$ cat config.mk
export PLATFORM = sky130hd
export DESIGN_NAME = ps2_key_event_ctrl_flat
export DESIGN_NICKNAME = d
export VERILOG_FILES = /design/src/rtl/ps2_key_event_ctrl_if.sv /design/src/rtl/ps2_key_event_ctrl.sv /design/src/flat_wrapper.sv
export SDC_FILE = /design/constraint.sdc
export NUM_CORES = 1
export LEC_CHECK = 0
export CELL_PAD_IN_SITES_DETAIL_PLACEMENT = 1
export CELL_PAD_IN_SITES_GLOBAL_PLACEMENT = 1
export CORE_UTILIZATION = 49
export DETAILED_ROUTE_END_ITERATION = 8
export PLACE_DENSITY = 0.92
export SETUP_SLACK_MARGIN = 0.3
export SLEW_MARGIN = 30
export SYNTH_ARGS = -nofsm -noshare
export SYNTH_HDL_FRONTEND = slang
export SYNTH_SLANG_ARGS = --single-unit
$ cat constraint.sdc
create_clock -name clk -period 6.11 [get_ports clk]
set_clock_uncertainty 0.1 [all_clocks]
set_input_delay 0.9165 -clock clk [delete_from_list [all_inputs] [get_ports clk]]
set_output_delay 0.9165 -clock clk [all_outputs]
set_load 0.01 [all_outputs]
$ cat src/rtl/ps2_key_event_ctrl_if.sv
// Byte-in / event-out handshake bundle for ps2_key_event_ctrl.
// master: the side that supplies scan bytes and consumes events.
// slave : the key event controller itself.
interface ps2_key_event_ctrl_if;
    logic       code_valid;
    logic [7:0] code;
    logic       code_err;
    logic       ev_valid;
    logic       ev_ready;
    logic [3:0] ev_data;

    modport master (
        output code_valid, code, code_err, ev_ready,
        input  ev_valid, ev_data
    );

    modport slave (
        input  code_valid, code, code_err, ev_ready,
        output ev_valid, ev_data
    );
endinterface

$ cat src/rtl/ps2_key_event_ctrl.sv
// ps2_key_event_ctrl
// Turns the PS/2 scan byte stream (make / F0 break / E0 extended prefixes)
// into make/break events for 7 game keys. It also keeps a held-key bitmap and
// queues the events in a small FIFO with a valid/ready pop port.
// A pending prefix is abandoned after TIMEOUT_CYC cycles with no byte.
// Optional feature: define PS2_REPEAT_FILTER_EN to suppress typematic repeat
// makes, which are makes for a key that is already held.
module ps2_key_event_ctrl #(
    parameter int FIFO_DEPTH  = 4,
    parameter int TIMEOUT_CYC = 50000
) (
    input  logic                     clk,
    input  logic                     rst,
    ps2_key_event_ctrl_if.slave      bus,
    input  logic                     clear_ovf_i,
    output logic                     ev_overflow_o,
    output logic [6:0]               key_down_o,
    output logic [1:0]               state_dbg_o
);
    localparam int PTR_W = (FIFO_DEPTH > 1) ? $clog2(FIFO_DEPTH) : 1;
    localparam int CNT_W = PTR_W + 1;
    localparam int TO_W  = (TIMEOUT_CYC > 1) ? $clog2(TIMEOUT_CYC) : 1;
    localparam logic [TO_W-1:0]  TO_LAST = TO_W'(TIMEOUT_CYC - 1);
    localparam logic [CNT_W-1:0] CNT_FULL = CNT_W'(FIFO_DEPTH);
    localparam logic [7:0] CODE_EXT = 8'hE0;
    localparam logic [7:0] CODE_BRK = 8'hF0;

    typedef enum logic [1:0] {
        IDLE    = 2'b00,
        EXT     = 2'b01,
        BRK     = 2'b10,
        EXT_BRK = 2'b11
    } state_t;

    state_t             state_q, state_d;
    logic [TO_W-1:0]    to_cnt_q, to_cnt_d;
    logic [6:0]         key_q, key_d;
    logic [3:0]         mem_q [FIFO_DEPTH];
    logic [PTR_W-1:0]   rd_ptr_q, rd_ptr_d, wr_ptr_q, wr_ptr_d;
    logic [CNT_W-1:0]   count_q, count_d;
    logic               ev_valid_q, ev_valid_d;
    logic [3:0]         ev_data_q, ev_data_d;
    logic               ovf_q, ovf_d;

    logic [3:0]         lk_s;
    logic               ev_make_s;
    logic               ev_hit_s;
    logic [2:0]         ev_idx_s;
    logic [3:0]         ev_code_s;
    logic               push_req_s, push_s, pop_s, full_s;

    // Scan code to key index; result is {hit, idx[2:0]}.
    function automatic logic [3:0] key_lookup(input logic ext, input logic [7:0] c);
        logic [3:0] r;
        r = 4'h0;
        if (ext) begin
            case (c)
                8'h75:   r = 4'b1000;
                8'h72:   r = 4'b1001;
                8'h6B:   r = 4'b1010;
                8'h74:   r = 4'b1011;
                default: r = 4'b0000;
            endcase
        end else begin
            case (c)
                8'h29:   r = 4'b1100;
                8'h5A:   r = 4'b1101;
                8'h76:   r = 4'b1110;
                default: r = 4'b0000;
            endcase
        end
        return r;
    endfunction

    // Prefix FSM next state, key lookup and prefix timeout counter.
    always_comb begin
        state_d   = state_q;
        to_cnt_d  = to_cnt_q;
        lk_s      = 4'h0;
        ev_make_s = 1'b0;
        if (bus.code_valid) begin
            to_cnt_d = {TO_W{1'b0}};
            if (bus.code_err) begin
                state_d = IDLE;
            end else begin
                case (state_q)
                    IDLE: begin
                        if (bus.code == CODE_EXT) begin
                            state_d = EXT;
                        end else if (bus.code == CODE_BRK) begin
                            state_d = BRK;
                        end else begin
                            lk_s      = key_lookup(1'b0, bus.code);
                            ev_make_s = 1'b1;
                        end
                    end
                    EXT: begin
                        if (bus.code == CODE_BRK) begin
                            state_d = EXT_BRK;
                        end else if (bus.code == CODE_EXT) begin
                            state_d = EXT;
                        end else begin
                            lk_s      = key_lookup(1'b1, bus.code);
                            ev_make_s = 1'b1;
                            state_d   = IDLE;
                        end
                    end
                    BRK: begin
                        state_d = IDLE;
                        if (bus.code != CODE_EXT && bus.code != CODE_BRK) begin
                            lk_s = key_lookup(1'b0, bus.code);
                        end else begin
                            lk_s = 4'h0;
                        end
                    end
                    EXT_BRK: begin
                        state_d = IDLE;
                        if (bus.code != CODE_EXT && bus.code != CODE_BRK) begin
                            lk_s = key_lookup(1'b1, bus.code);
                        end else begin
                            lk_s = 4'h0;
                        end
                    end
                    default: state_d = IDLE;
                endcase
            end
        end else if (state_q == IDLE) begin
            to_cnt_d = {TO_W{1'b0}};
        end else if (to_cnt_q == TO_LAST) begin
            state_d  = IDLE;
            to_cnt_d = {TO_W{1'b0}};
        end else begin
            to_cnt_d = to_cnt_q + TO_W'(1);
        end
    end

    // Event decode, bitmap update and push request (repeat filter is optional).
    always_comb begin
        ev_hit_s  = lk_s[3];
        ev_idx_s  = lk_s[2:0];
        ev_code_s = {ev_make_s, lk_s[2:0]};
        key_d     = key_q;
        if (ev_hit_s) begin
            key_d[ev_idx_s] = ev_make_s;
        end else begin
            key_d = key_q;
        end
`ifdef PS2_REPEAT_FILTER_EN
        push_req_s = ev_hit_s && !(ev_make_s && key_q[ev_idx_s]);
`else
        push_req_s = ev_hit_s;
`endif
    end

    // FIFO pointers, occupancy, overflow flag and registered head output.
    always_comb begin
        pop_s    = ev_valid_q & bus.ev_ready;
        full_s   = (count_q == CNT_FULL);
        push_s   = push_req_s & (~full_s | pop_s);
        rd_ptr_d = pop_s  ? rd_ptr_q + PTR_W'(1) : rd_ptr_q;
        wr_ptr_d = push_s ? wr_ptr_q + PTR_W'(1) : wr_ptr_q;
        case ({push_s, pop_s})
            2'b10:   count_d = count_q + CNT_W'(1);
            2'b01:   count_d = count_q - CNT_W'(1);
            default: count_d = count_q;
        endcase
        if (push_req_s && full_s && !pop_s) begin
            ovf_d = 1'b1;
        end else if (clear_ovf_i) begin
            ovf_d = 1'b0;
        end else begin
            ovf_d = ovf_q;
        end
        ev_valid_d = (count_d != {CNT_W{1'b0}});
        // The new head is the entry being written when the write slot is the read slot.
        if (count_d == {CNT_W{1'b0}}) begin
            ev_data_d = 4'h0;
        end else if (push_s && (wr_ptr_q == rd_ptr_d)) begin
            ev_data_d = ev_code_s;
        end else begin
            ev_data_d = mem_q[rd_ptr_d];
        end
    end

    // State, counter, bitmap and FIFO registers.
    always_ff @(posedge clk or posedge rst) begin
        if (rst) begin
            state_q    <= IDLE;
            to_cnt_q   <= {TO_W{1'b0}};
            key_q      <= 7'b0000000;
            rd_ptr_q   <= {PTR_W{1'b0}};
            wr_ptr_q   <= {PTR_W{1'b0}};
            count_q    <= {CNT_W{1'b0}};
            ev_valid_q <= 1'b0;
            ev_data_q  <= 4'h0;
            ovf_q      <= 1'b0;
            for (int i = 0; i < FIFO_DEPTH; i++) begin
                mem_q[i] <= 4'h0;
            end
        end else begin
            state_q    <= state_d;
            to_cnt_q   <= to_cnt_d;
            key_q      <= key_d;
            rd_ptr_q   <= rd_ptr_d;
            wr_ptr_q   <= wr_ptr_d;
            count_q    <= count_d;
            ev_valid_q <= ev_valid_d;
            ev_data_q  <= ev_data_d;
            ovf_q      <= ovf_d;
            if (push_s) begin
                mem_q[wr_ptr_q] <= ev_code_s;
            end
        end
    end

    assign bus.ev_valid  = ev_valid_q;
    assign bus.ev_data   = ev_data_q;
    assign ev_overflow_o = ovf_q;
    assign key_down_o    = key_q;
    assign state_dbg_o   = state_q;
endmodule

$ cat src/flat_wrapper.sv
// flat-port wrapper written by rule: the top's interface ports become plain ports
module ps2_key_event_ctrl_flat 
#(
    parameter int FIFO_DEPTH  = 4,
    parameter int TIMEOUT_CYC = 50000
)
  (clk, rst, clear_ovf_i, ev_overflow_o, key_down_o, state_dbg_o, bus_code_valid, bus_code, bus_code_err, bus_ev_ready, bus_ev_valid, bus_ev_data);
  ps2_key_event_ctrl_if bus_i ();
  input  logic clk;
  input  logic rst;
  input  logic clear_ovf_i;
  output logic ev_overflow_o;
  output logic [6:0] key_down_o;
  output logic [1:0] state_dbg_o;
  input wire logic [$bits(bus_i.code_valid)-1:0] bus_code_valid;
  input wire logic [$bits(bus_i.code)-1:0] bus_code;
  input wire logic [$bits(bus_i.code_err)-1:0] bus_code_err;
  input wire logic [$bits(bus_i.ev_ready)-1:0] bus_ev_ready;
  output wire logic [$bits(bus_i.ev_valid)-1:0] bus_ev_valid;
  output wire logic [$bits(bus_i.ev_data)-1:0] bus_ev_data;
  assign bus_i.code_valid = bus_code_valid;
  assign bus_i.code = bus_code;
  assign bus_i.code_err = bus_code_err;
  assign bus_i.ev_ready = bus_ev_ready;
  assign bus_ev_valid = bus_i.ev_valid;
  assign bus_ev_data = bus_i.ev_data;
  ps2_key_event_ctrl #(.FIFO_DEPTH(FIFO_DEPTH), .TIMEOUT_CYC(TIMEOUT_CYC)) u_core (.clk(clk), .rst(rst), .bus(bus_i), .clear_ovf_i(clear_ovf_i), .ev_overflow_o(ev_overflow_o), .key_down_o(key_down_o), .state_dbg_o(state_dbg_o));
endmodule
* After elaboration in Yosys (flattened, before gate mapping)
Cells that the tools add are included.
Storage, ports and cells: register bits 54, input bits 14
Operators by class: add/subtract/negate cells 5, magnitude comparators 5, eq/ne operators 21, multiplexer cells 45, bitwise logic cells 6, reductions and logical operators 14
Operators with widths (count):
- 4-bit two-way mux | 13
- 8-bit by 7-bit equality test with 1-bit output, second input constant | 6
- 16-bit two-way mux | 3
- 4-bit one-hot mux with 4 select lines | 2
- 16-bit by 1-bit adder with 16-bit output, second input constant | 1
- 16-bit bitwise mux | 1
- 16-bit equality test, second input constant | 1
- 8-bit equality test, second input constant | 2
- 2-bit two-way mux | 8
- 8-bit != test, second input constant | 2
- 4-bit one-hot mux with 3 select lines | 1
- 1-bit two-way mux | 10
- 4-bit binary-select mux with 2-bit select | 1
- 4-bit demux with 2-bit select | 1
- 8-bit by 6-bit equality test with 1-bit output, second input constant | 1
- 7-bit bitwise mux | 1
- 2-bit equality test, second input constant | 3
- 3-bit greater-or-equal comparator, second input constant | 2
- 1-bit logical AND | 6
- 2-bit NOT with 3-bit output | 2
- 2-bit one-hot mux with 3 select lines | 1
- 3-bit one-hot mux with 2 select lines | 1
- 2-bit by 1-bit adder with 2-bit output, second input constant | 2
- 2-bit by 1-bit equality test with 1-bit output, second input constant | 2
- other kinds (21) | 23

* Longest topological paths before layout
Gate-level depths: netlist (run 1).
depth in word-level cells 12, mapped depth 15

* Worst setup path before layout (run 1)
OpenSTA, ideal clock, no wires.
path kind in2reg, from input bus_code[6], to register u_core.ev_data_q[1], in the netlist u_core.bus.ev_data[1], setup time 123 ps, data arrival time 3594 ps, required time 5887 ps, path slack 2293 ps, cell stages on the path 14, buffers on the path 1, path through nand2_1 -> or4b_1 -> o211ai_2 -> o211a_4 -> nand2_1 -> ha_1 -> fa_1 -> xnor2_1 -> nor2_1 -> xor2_1 -> or3_1 -> clkbuf_1 -> nand2_1 -> mux2i_1
Between the ends: cells in the longest elaborated chain, start to end 12, elaborated cells on any way between the ends 31, classes of those cells 13 x eq/ne; 14 x mux; 1 x bitwise; 3 x reduce/logical
RTL lines:
- start: declaration | RTL line flat_wrapper.sv:16 | input wire logic [$bits(bus_i.code)-1:0] bus_code;
- 8-bit by 7-bit equality test with 1-bit output, or another cell as far along | RTL line ps2_key_event_ctrl.sv:57 | case (c)
- 4-bit one-hot mux with 4 select lines / 4-bit one-hot mux with 3 select lines (equally long branches) | RTL line ps2_key_event_ctrl.sv:57, ps2_key_event_ctrl.sv:65
- 4-bit two-way mux (on tied branches) | RTL line ps2_key_event_ctrl.sv:100, ps2_key_event_ctrl.sv:90
- 4-bit two-way mux (on tied branches) | RTL line ps2_key_event_ctrl.sv:98, ps2_key_event_ctrl.sv:88
- 4-bit one-hot mux with 4 select lines * | RTL line ps2_key_event_ctrl.sv:86 | case (state_q)
- 4-bit two-way mux * | RTL line ps2_key_event_ctrl.sv:83 | if (bus.code_err) begin
- 4-bit two-way mux * | RTL line ps2_key_event_ctrl.sv:81 | if (bus.code_valid) begin
- 1-bit AND * | RTL line ps2_key_event_ctrl.sv:159 | push_s = push_req_s & (~full_s | pop_s);
- 2-bit by 1-bit equality test with 1-bit output / 2-bit equality test (equally long branches) | RTL line ps2_key_event_ctrl.sv:162 | case ({push_s, pop_s})
- 3-bit one-hot mux with 2 select lines * | RTL line ps2_key_event_ctrl.sv:162
- named net u_core.count_d[2] | RTL line ps2_key_event_ctrl.sv:40 | logic [CNT_W-1:0] count_q, count_d;
- 3-bit logical NOT * | RTL line ps2_key_event_ctrl.sv:176 | if (count_d == {CNT_W{1'b0}}) begin
- 4-bit two-way mux * | RTL line ps2_key_event_ctrl.sv:176
- named net u_core.ev_data_d[1] | RTL line ps2_key_event_ctrl.sv:42 | logic [3:0] ev_data_q, ev_data_d;
- end signal: assignment | RTL line ps2_key_event_ctrl.sv:208 | ev_data_q <= ev_data_d;
- end: declaration | RTL line ps2_key_event_ctrl.sv:42
The timed path passes the listed nets; every way through them passes the cells marked *. A chain may end at the register's enable or synchronous reset.

* Worst setup path in the final report (run 1)
Ends and elaborated chain as after synthesis.

==> results of run 1 <==
==> sequential cells by signal, indices dropped and copies added (netlist names) <==
name                  cells
u_core.key_down_o         7
u_core.ev_overflow_o      1
u_core.mem_q             16
u_core.to_cnt_q          16
u_core.bus.ev_data        4
u_core.count_q            3
u_core.rd_ptr_q           2
u_core.bus.ev_valid       1
u_core.state_dbg_o        2
u_core.wr_ptr_q           2
==> worst reg2reg max path, cell delays in order (launching register included) <==
cell and delay [ns]:
dfrtp_1 0.55, o211ai_2 0.17, o211a_4 0.26, nand2_1 0.14, ha_1 0.28, fa_1 0.38, xnor2_1 0.18, nor2_1 0.07
xor2_1 0.16, or3_1 0.45, nand2_1 0.11, mux2i_1 0.11
==> synth_stat cells, drive strengths merged, types with 2 or more instances <==
library cell / count / share of area [%]
nor2: 28 / 3.7
nor2b: 5 / 1.1
nand4: 2 / 0.44
xnor2: 13 / 4.0
and3b: 3 / 0.93
xor2: 10 / 3.1
nor4b: 4 / 1.5
nand4b: 3 / 0.93
clkbuf: 4 / 0.53
inv: 11 / 1.5
a21oi: 3 / 0.53
nor4: 3 / 0.67
ha: 6 / 2.7
o21ai: 3 / 0.67
nand3: 16 / 3.6
a31oi: 2 / 0.44
dfrtp: 54 / 48
nand2: 20 / 2.7
and3: 3 / 0.67
buf: 3 / 0.62
nor3b: 3 / 1.2
mux4: 4 / 3.2
mux2: 25 / 10
nor4bb: 2 / 0.71
mux2i: 5 / 1.8
==> final cells by class <==
cell class              count  area [um2]  share of cell area [%]
flip-flops and latches     54        1350                    41.5
multi-input cells         177        1390                    42.8
clock buffers               6        82.6                    2.54
clock inverters             2        12.5                   0.385
repair buffers             28         280                    8.62
well taps                  72        90.1                    2.77
inverters                  11        43.8                    1.35
==> through the flow <==
step                total power, mW  utilization (%)  std cells  hold slack [ns]
finish                        0.776             59.1        350            0.383
global placement              0.561             57.2        342            0.343
CTS                           0.783             59.1        350            0.380
global route                  0.811             59.1        350            0.421
floorplan                     0.522                -        249            0.325
detailed placement            0.578             57.4        342            0.367
==> cells by family after synthesis <==
| family | share of synthesized area [%] |
|---|---|
| AND/OR/NAND/NOR | 20.3 |
| adder cells (fa/ha/maj) | 3.38 |
| buffers and inverters | 2.62 |
| XOR/XNOR | 7.16 |
| flip-flops | 48.0 |
| multiplexers | 15.0 |
| AO/OA/AOI/OAI | 3.51 |
==> power groups by stage <==
stage                     logic [mW]  registers (mW)  clock network [mW]
after floorplan                0.119           0.403                   0
after global placement         0.156           0.406                   0
after detailed placement       0.170           0.408                   0
after CTS                      0.170           0.401               0.211
after global routing           0.183           0.404               0.224
final                          0.168           0.402               0.206
==> worst max path at each step <==
stage                start               endpoint  slack, ns  cells past startpoint
2_1_floorplan  bus_code[6]  u_core.bus.ev_data[1]       2.29                     14
3_3_place_gp   bus_code[6]  u_core.bus.ev_data[1]       1.59                     14
3_5_place_dp   bus_code[6]  u_core.bus.ev_data[1]       1.41                     14
4_1_cts        bus_code[6]  u_core.bus.ev_data[1]       1.72                     14
5_1_grt        bus_code[4]  u_core.bus.ev_data[1]       1.50                     14
6_report       bus_code[6]  u_core.bus.ev_data[1]       1.71                     14
==> metal layers <==
layer | vias up | track usage, % | share of wire, %
met5 | - | 0 | 0
met4 | 0 | 5.66 | 0.93
met3 | 6 | 3.53 | 2.0
met2 | 29 | 41.7 | 54
met1 | 1047 | 28.3 | 44
li1 | 922 | - | -
==> flow_summary.yaml, run 1 <==
min_path:
  min_delay_path_depth: 1
  min_path_type: "reg2reg"
  min_from: "u_core.to_cnt_q[0]"
  hold_end: "u_core.to_cnt_q[0]"
critical_path:
  worst-path-buf-inv: 1
  path_max_fanout: 9
  arrival_ns: 4.48
  r2r-end: "u_core.bus.ev_data[1]"
  max_stage_delay_ns: 0.56
  cp_cell_sequence: "clkdlybuf4s50_1, nand2_1, or4b_1, o211ai_2, o211a_4, nand2_1, ha_1, fa_1, xnor2_1, nor2_1, xor2_1, or3_1, nand2_1, mux2i_1"
  cp_data_required_time_ns: 6.19
  worstSetupEndpointType: "register"
  worstReg2RegStart: "u_core.state_dbg_o[0]"
  worst_path_most_repeated_cell: "nand2_1"
  slowest_stage: "clkdlybuf4s50_1"
  start_kind: "primary input"
  reg2reg_slack_ns: 3.03
  critical_path.top_delay_family: "simple AND/OR/NAND/NOR gates"
  path_class: "in2reg"
  r2r_cells: 11
synthesis:
  synth_area_per_cell_um2: 11.3
  syn_area_um2: 2810
  synthArstFlopShare_pct: 100
  synth_ff_type: "dfrtp_1"
  yosysUniqueCellTypes: 46
  yosys_warnings: 0
  yosysSeqAreaShare_pct: 48.0
  syn_inst: 249
  synth_nets: 270
  synth-seq-cells: 54
  synth_edf_count: 0
timing:
  period_needed_ns: 4.40
  finalCritPeriodShare_pct: 72.0
  slew_headroom_pct: 46.0
  tns_ns: 0
  hold_viol: 0
  setup_slack_ns: 1.71
  worst_pin_slew_ns: 0.807
  slew_violations: 0
  finalSetupViolations: 0
  grt_setup_unrepaired: "false"
  fmax_mhz: 227
drt:
  drt_wl_total_mm: 6.23
  firstDrtPassIters: 4
  initialDrtViolationCount: 59
  avgViaCountPerCell: 5.73
  antenna_left: 0
  wl_per_cell_um: 17.8
  drc: 0
  vias: 2004
clock_network:
  cts_sinks: 54
  h-tree-depth: 2
  post_cts_buffers: 0
  cts_tree: "yes"
  clock_path_buffers: 2
  cts-hold-fix-buffers: 0
  cts-root-buf: "clkbuf_8"
  cts.reportedPaths.clkPinSlew_ns: 0.10
  cts_buffers: 5
  cts_resized: 0
  clock_latency_ns: 0.31
placement:
  placed_cell_area_um2: 3160
  hpwlAfterDp_mm: 4.66
  post-place-ws_ns: 1.41
  gp_congestion: 0.817
  io_buffers: 28
power:
  seq_power_share_pct: 51.8
  swShare_pct: 30.1
  p_per_area_nw_per_um2: 239
  p_leak_nw: 1.37
  p_sw_uw: 233
  p_int_uw: 543
  power_frac_comb_pct: 21.7
  vdd_drop_max_mv: 0.130
  p_clk_share_pct: 26.5
grt:
  grt_overflow: 0
  grt_pass1_vias: 2154
  grt_first_pass_wirelength_mm: 10.6
  grt_start_max_net_pins: 55
  grt_antenna_before_repair: 0
  grt_usage_pct: 22.9
layout:
  layout-drive-gt1-share_pct: 17.3
  final_cell_area_um2: 3250
  layout_common_cells: "dfrtp_1, nor2_1, clkdlybuf4s50_1"
  final_common_cell: "dfrtp_1"
  antenna_cells: 0
  area_growth_pct: 15.6
  nFillCells: 571
  nets: 298
floorplanning:
  die_h_um: 77.8
  design.core.area_um2: 5510
  initial_core_util_pct: 51.1
  die_x_um: 77.8
  io_pins: 29
  rows: 27
  die_area_um2: 6050
job:
  max-cap-violations: 0
outcome:
  status: "complete, no violations"
Power figures use the tool's default switching activity.
==> run 2, diff against run 1 <==
Settings changed: CORE_UTILIZATION 49 to 45, PLACE_DENSITY 0.92 to 0.86.
Clock period 6.11 ns to 4.2 ns, I/O delays scaled along.
==> run 2 against run 1 <==
  * Die area increased by 8.7%
  * Highest routed layer unchanged
  * Via count is 2.0% higher
  * Critical endpoint is now u_core.bus.ev_data[0]
  * Power is 47% higher
  * Clock-buffer cell count rose by 1
  * Non-clock buffer count grew 8
  * Combinational power up 54%
  * Largest power group unchanged
  * Sequential share of layout area fell by 0.91 points
  * Cell count is 3.1% higher
  * Worst hold slack worse by 0.020 ns
  * Sequential cell count unchanged
==> flow_summary.yaml, run 2 (same netlist as run 1, synthesis figures left out) <==
outcome:
  status: "complete, no violations"
clock_network:
  clock_latency_ns: 0.31
  cts.reportedPaths.clkPinSlew_ns: 0.09
  cts_tree: "yes"
  cts-root-buf: "clkbuf_8"
  cts_sinks: 54
  cts-hold-fix-buffers: 0
  cts_buffers: 5
  clock_path_buffers: 2
  h-tree-depth: 2
layout:
  area_growth_pct: 18.2
  nFillCells: 630
  regArea_um2: 1350
  layout_common_cells: "dfrtp_1, nor2_1, clkdlybuf4s50_1"
  layout.cells.non_filler: 361
  antenna_cells: 0
  final_common_cell: "dfrtp_1"
  post-route-util_pct: 55.5
  nets: 306
  layout-drive-gt1-share_pct: 20.3
  multi_input_area_um2: 1410
critical_path:
  max_stage_delay_ns: 0.52
  slowest_stage: "or4b_1"
  arrival_ns: 3.86
  cp_data_required_time_ns: 4.28
  path_max_fanout: 9
  start_kind: "primary input"
  cp_cell_sequence: "clkdlybuf4s50_1, nand2_1, or4b_1, o211ai_2, o211a_4, nand2_1, ha_2, fa_1, xnor2_1, nor2_1, xor2_1, or3_4, nand2_1, mux2i_1"
  path_class: "in2reg"
  reg2reg_slack_ns: 1.16
  worstSetupEndpointType: "register"
  worst_path_most_repeated_cell: "nand2_1"
floorplanning:
  initial_core_util_pct: 47.0
  design.core.area_um2: 5990
  die_h_um: 81.1
  rows: 28
  die_x_um: 81.1
  die_area_um2: 6570
  io_pins: 29
timing:
  hold_viol: 0
  fmax_mhz: 265
  tns_ns: 0
  slew_violations: 0
  setup_slack_ns: 0.423
  finalSetupViolations: 0
  finalCritPeriodShare_pct: 89.9
  period_needed_ns: 3.78
  worst_pin_slew_ns: 0.848
  slew_headroom_pct: 43.3
  grt_setup_unrepaired: "false"
placement:
  hpwlAfterDp_mm: 5.10
  dp_cells: 353
  gp_congestion: 0.815
  io_buffers: 28
  post-place-ws_ns: -0.0221
drt:
  wl_per_cell_um: 18.7
  drt_wl_total_mm: 6.75
  drc: 0
  avgViaCountPerCell: 5.66
  firstDrtPassIters: 4
  vias: 2045
  initialDrtViolationCount: 69
  antenna_left: 0
power:
  p_leak_nw: 1.42
  vdd_drop_max_mv: 0.222
  p_per_area_nw_per_um2: 344
  power_mw: 1.14
grt:
  grt_antenna_before_repair: 0
  grt_pass1_vias: 2224
  grt_overflow: 0
  grt_usage_pct: 23.1
  grt_start_max_net_pins: 34
  grt_first_pass_wirelength_mm: 11.2
job:
  max-cap-violations: 0
min_path:
  min_path_type: "reg2reg"
==> run 2: cell types whose count changed in the layout (fill, tap and decap cells not counted), sizes merged <==
| cell | delta |
|---|---|
| buf | +8 |
| clkdlybuf4s50 | -1 |
| clkinvlp | -1 |
| dlymetal6s2s | +1 |
| clkbuf | +1 |
==> run 2: layer usage <==
metal,wire [um],global-route usage [%]
met5,0,0
met4,91,6.25
met3,157,3.15
met2,3650,43.3
met1,2850,27.3
==> run 2: area by class of cell <==
type	instances	share of cell area, %
repair buffers	36	10.3
clock inverters	1	0.150
clock buffers	7	2.60
inverters	11	1.24
flip-flops and latches	54	40.6
well taps	75	2.82
multi-input cells	177	42.2
==> run 2: worst max-delay path: cells and delay by family <==
family | cells | cell delay [ns]
AOI/OAI and AO/OA | 2 | 0.40
adders and majority gates | 2 | 0.66
and+or+nand+nor | 6 | 1.25
xor gates and xnor gates | 2 | 0.33
buffers and inverters | 1 | 0.48
muxes | 1 | 0.10
==> run 2: through the flow <==
step	hold slack, ns	instance area, um2
after floorplan	0.325	2810
after global placement	0.343	3220
after detailed placement	0.353	3220
after CTS	0.366	3320
after global routing	0.401	3330
final	0.363	3330
==> run 2: power by group <==
group          total [mW]  internal (mW)  switching (mW)
registers           0.583          0.553          0.0305
clock network       0.302          0.134           0.169
logic               0.259          0.115           0.144
total                1.14          0.801           0.343
==> run 2: final timing paths <==
path,from,to,cells past startpoint
worst max-delay path,bus_code[6],u_core.bus.ev_data[0],14
worst min-delay path,u_core.to_cnt_q[0],u_core.to_cnt_q[0],1
worst max register to register,u_core.bus.ev_valid,u_core.bus.ev_data[0],9
worst min register to register,u_core.to_cnt_q[0],u_core.to_cnt_q[0],1
max in group asynchronous,rst,u_core.mem_q[4],3
min in group asynchronous,rst,u_core.to_cnt_q[3],2
==> run 2: timing repair <==
action / CTS / global route
endpoints found under the hold margin: 0 / 0
endpoints found under the setup margin: 3 / 4
resized for setup: 2 / 2
setup buffers: 0 / 0
==> run 3, diff against run 2 <==
Settings changed: ABC_AREA set to 1, CORE_UTILIZATION 45 to 44, CTS_BUF_LIST set to sky130_fd_sc_hd__clkbuf_2 sky130_fd_sc_hd__clkbuf_4 sky130_fd_sc_hd__clkbuf_8, PLACE_DENSITY 0.86 to 0.89, REMOVE_ABC_BUFFERS set to 1.
==> run 3 against run 2 <==
  * The run now ends with design-rule violations left
  * Worst hold slack improved by 0.024 ns
  * Via count rose by 32%
  * Sequential share of layout area fell by 1.3 points
  * Global-route usage rose by 0.59 points
  * Maximum frequency rose by 7.3%
  * Setup slack improved by 0.26 ns
  * First-iteration DRC count rose by 100%
  * Sequential cell count did not move
  * Critical path type unchanged
==> flow_summary.yaml, run 3 <==
power:
  p_int_uw: 884
  vdd_drop_max_mv: 0.145
  seq_power_share_pct: 44.2
  swShare_pct: 36.8
  power_mw: 1.40
  p_per_area_nw_per_um2: 407
  p_clk_share_pct: 22.8
  p_leak_nw: 1.64
  p_sw_uw: 515
  power_frac_comb_pct: 33.0
timing:
  whs_ns: 0.386
  fmax_mhz: 284
  hold_viol: 0
  slew_headroom_pct: 59.8
  grt_setup_unrepaired: "false"
  finalCritPeriodShare_pct: 83.8
  finalSetupViolations: 0
  worst_pin_slew_ns: 0.603
  slew_violations: 0
  tns_ns: 0
  period_needed_ns: 3.52
placement:
  dp_cells: 487
  io_buffers: 28
  gp_congestion: 0.912
  hpwlAfterDp_mm: 5.67
grt:
  grt_start_max_net_pins: 30
  grt_usage_pct: 23.7
  grt_overflow: 0
  grt_antenna_before_repair: 0
  grt_pass1_vias: 2883
  grt_first_pass_wirelength_mm: 13.4
layout:
  nets: 438
  final_common_cell: "nand2_1"
  nFillCells: 829
  layout_common_cells: "nand2_1, nor2_1, dfrtp_1"
  layout.cells.non_filler: 495
  regArea_um2: 1350
  area_growth_pct: 15.4
  layout-drive-gt1-share_pct: 6.46
  multi_input_area_um2: 1410
  antenna_cells: 0
synthesis:
  yosys_warnings: 0
  synth_top_area_share_pct: 45.4
  synth_area_leaders: "dfrtp_1, nand2_1, nor2_1"
  syn_inst: 384
  synth.most_common_cell: "nand2_1"
  synthArstFlopShare_pct: 100
  synth_edf_count: 0
  yosysUniqueCellTypes: 35
  synth_area_per_cell_um2: 7.76
  synth_ff_type: "dfrtp_1"
  syn_area_um2: 2980
  synth_common_cells: "nand2_1, nor2_1, dfrtp_1"
  synth_top_cell_by_area: "dfrtp_1"
  yosysSeqAreaShare_pct: 45.4
  synth-seq-cells: 54
floorplanning:
  io_pins: 29
  design.core.area_um2: 6460
  die_x_um: 84.3
  initial_core_util_pct: 46.1
  rows: 29
  die_area_um2: 7100
  die_h_um: 84.3
critical_path:
  path_max_fanout: 14
  cp_data_required_time_ns: 4.34
  path_class: "in2reg"
  start_kind: "primary input"
  arrival_ns: 3.66
  worstSetupEndpointType: "register"
clock_network:
  cts_resized: 0
  post_cts_buffers: 0
  cts.reportedPaths.clkPinSlew_ns: 0.10
  h-tree-depth: 2
  clock_latency_ns: 0.31
  cts-root-buf: "clkbuf_8"
  cts_tree: "yes"
  clock_path_buffers: 2
  cts_buffers: 5
  cts_sinks: 54
  cts-hold-fix-buffers: 0
drt:
  drc: 2
  wl_per_cell_um: 15.7
  initialDrtViolationCount: 139
  vias: 2706
  antenna_left: 0
  firstDrtPassIters: 6
  drt_wl_total_mm: 7.75
  avgViaCountPerCell: 5.47
job:
  max-cap-violations: 0
outcome:
  violations: "design-rule violations"
  status: "complete, but fails checks"
min_path:
  min_path_type: "reg2reg"
==> run 3: changes by cell type after synthesis, sizes merged, moves of 13 or more <==
cell / before / now
o21ai: 3 / 32
nor2: 28 / 61
mux2: 25 / 1
inv: 11 / 50
nand3: 16 / 29
nand2: 20 / 94
==> run 3: power groups by stage <==
stage | Clock [mW] | Sequential, mW | Combinational [mW]
6_report | 0.319 | 0.618 | 0.461
5_1_grt | 0.339 | 0.626 | 0.515
4_1_cts | 0.322 | 0.618 | 0.464
3_5_place_dp | 0 | 0.628 | 0.456
3_3_place_gp | 0 | 0.624 | 0.430
2_1_floorplan | 0 | 0.626 | 0.292
==> run 3: kinds of logic (layout without fill, tap and decap cells) <==
logic type / after synthesis / count (layout) / synth area share, %
AO/OA/AOI/OAI: 47 / 47 / 8.69
XOR/XNOR: 8 / 8 / 2.35
adder cells (fa/ha/maj): 7 / 7 / 3.19
buffers and inverters: 55 / 89 / 7.35
flip-flops: 54 / 54 / 45.4
multiplexers: 1 / 1 / 0.378
AND/OR/NAND/NOR: 212 / 212 / 32.7
==> run 3: cell type report <==
type / count / area share (%)
clock inverters: 2 / 0.473
repair buffers: 29 / 8.37
inverters: 52 / 5.68
clock buffers: 6 / 2.40
flip-flops and latches: 54 / 39.3
well taps: 77 / 2.80
multi-input cells: 275 / 41.0
==> run 3: final timing paths <==
check                                 startpoint                    end  slack (ns)  cells after the start
max                                  bus_code[5]  u_core.bus.ev_data[2]        0.68                     17
min                           u_core.to_cnt_q[0]     u_core.to_cnt_q[0]        0.39                      1
max reg2reg                u_core.state_dbg_o[0]  u_core.bus.ev_data[2]        1.30                     13
min reg2reg                   u_core.to_cnt_q[0]     u_core.to_cnt_q[0]        0.39                      1
max in group asynchronous                    rst        u_core.mem_q[8]        2.62                      3
min in group asynchronous                    rst    u_core.to_cnt_q[13]        0.60                      2
==> run 3: critical path, cell delays in order <==
cell and delay [ns]:
clkdlybuf4s50_1 0.54, nand2_1 0.11, nor2_4 0.16, nand3_1 0.15
nand3_1 0.12, nand2_1 0.09, nand2_4 0.17, nand2_2 0.12
ha_1 0.27, fa_1 0.41, a21oi_1 0.16, o21ai_0 0.13
xor2_1 0.18, inv_1 0.06, nand2_1 0.14, nand2_1 0.07
a21oi_1 0.14
==> run 3: layer usage <==
metal / vias to the layer above / track usage [%] / wire length [um]
met5: - / 0 / 0
met4: 0 / 8.15 / 147
met3: 14 / 4.03 / 267
met2: 55 / 43.1 / 3920
met1: 1336 / 28.3 / 3410
li1: 1301 / - / -
==> run 3: per-stage QoR <==
stage                     util, %  setup WS, ns  cell area [um2]
after global routing         53.2         0.364             3440
after floorplan                 -          1.34             2960
after detailed placement     51.7         0.379             3340
after global placement       51.7         0.630             3340
after CTS                    53.2         0.675             3440
final                        53.2         0.679             3440
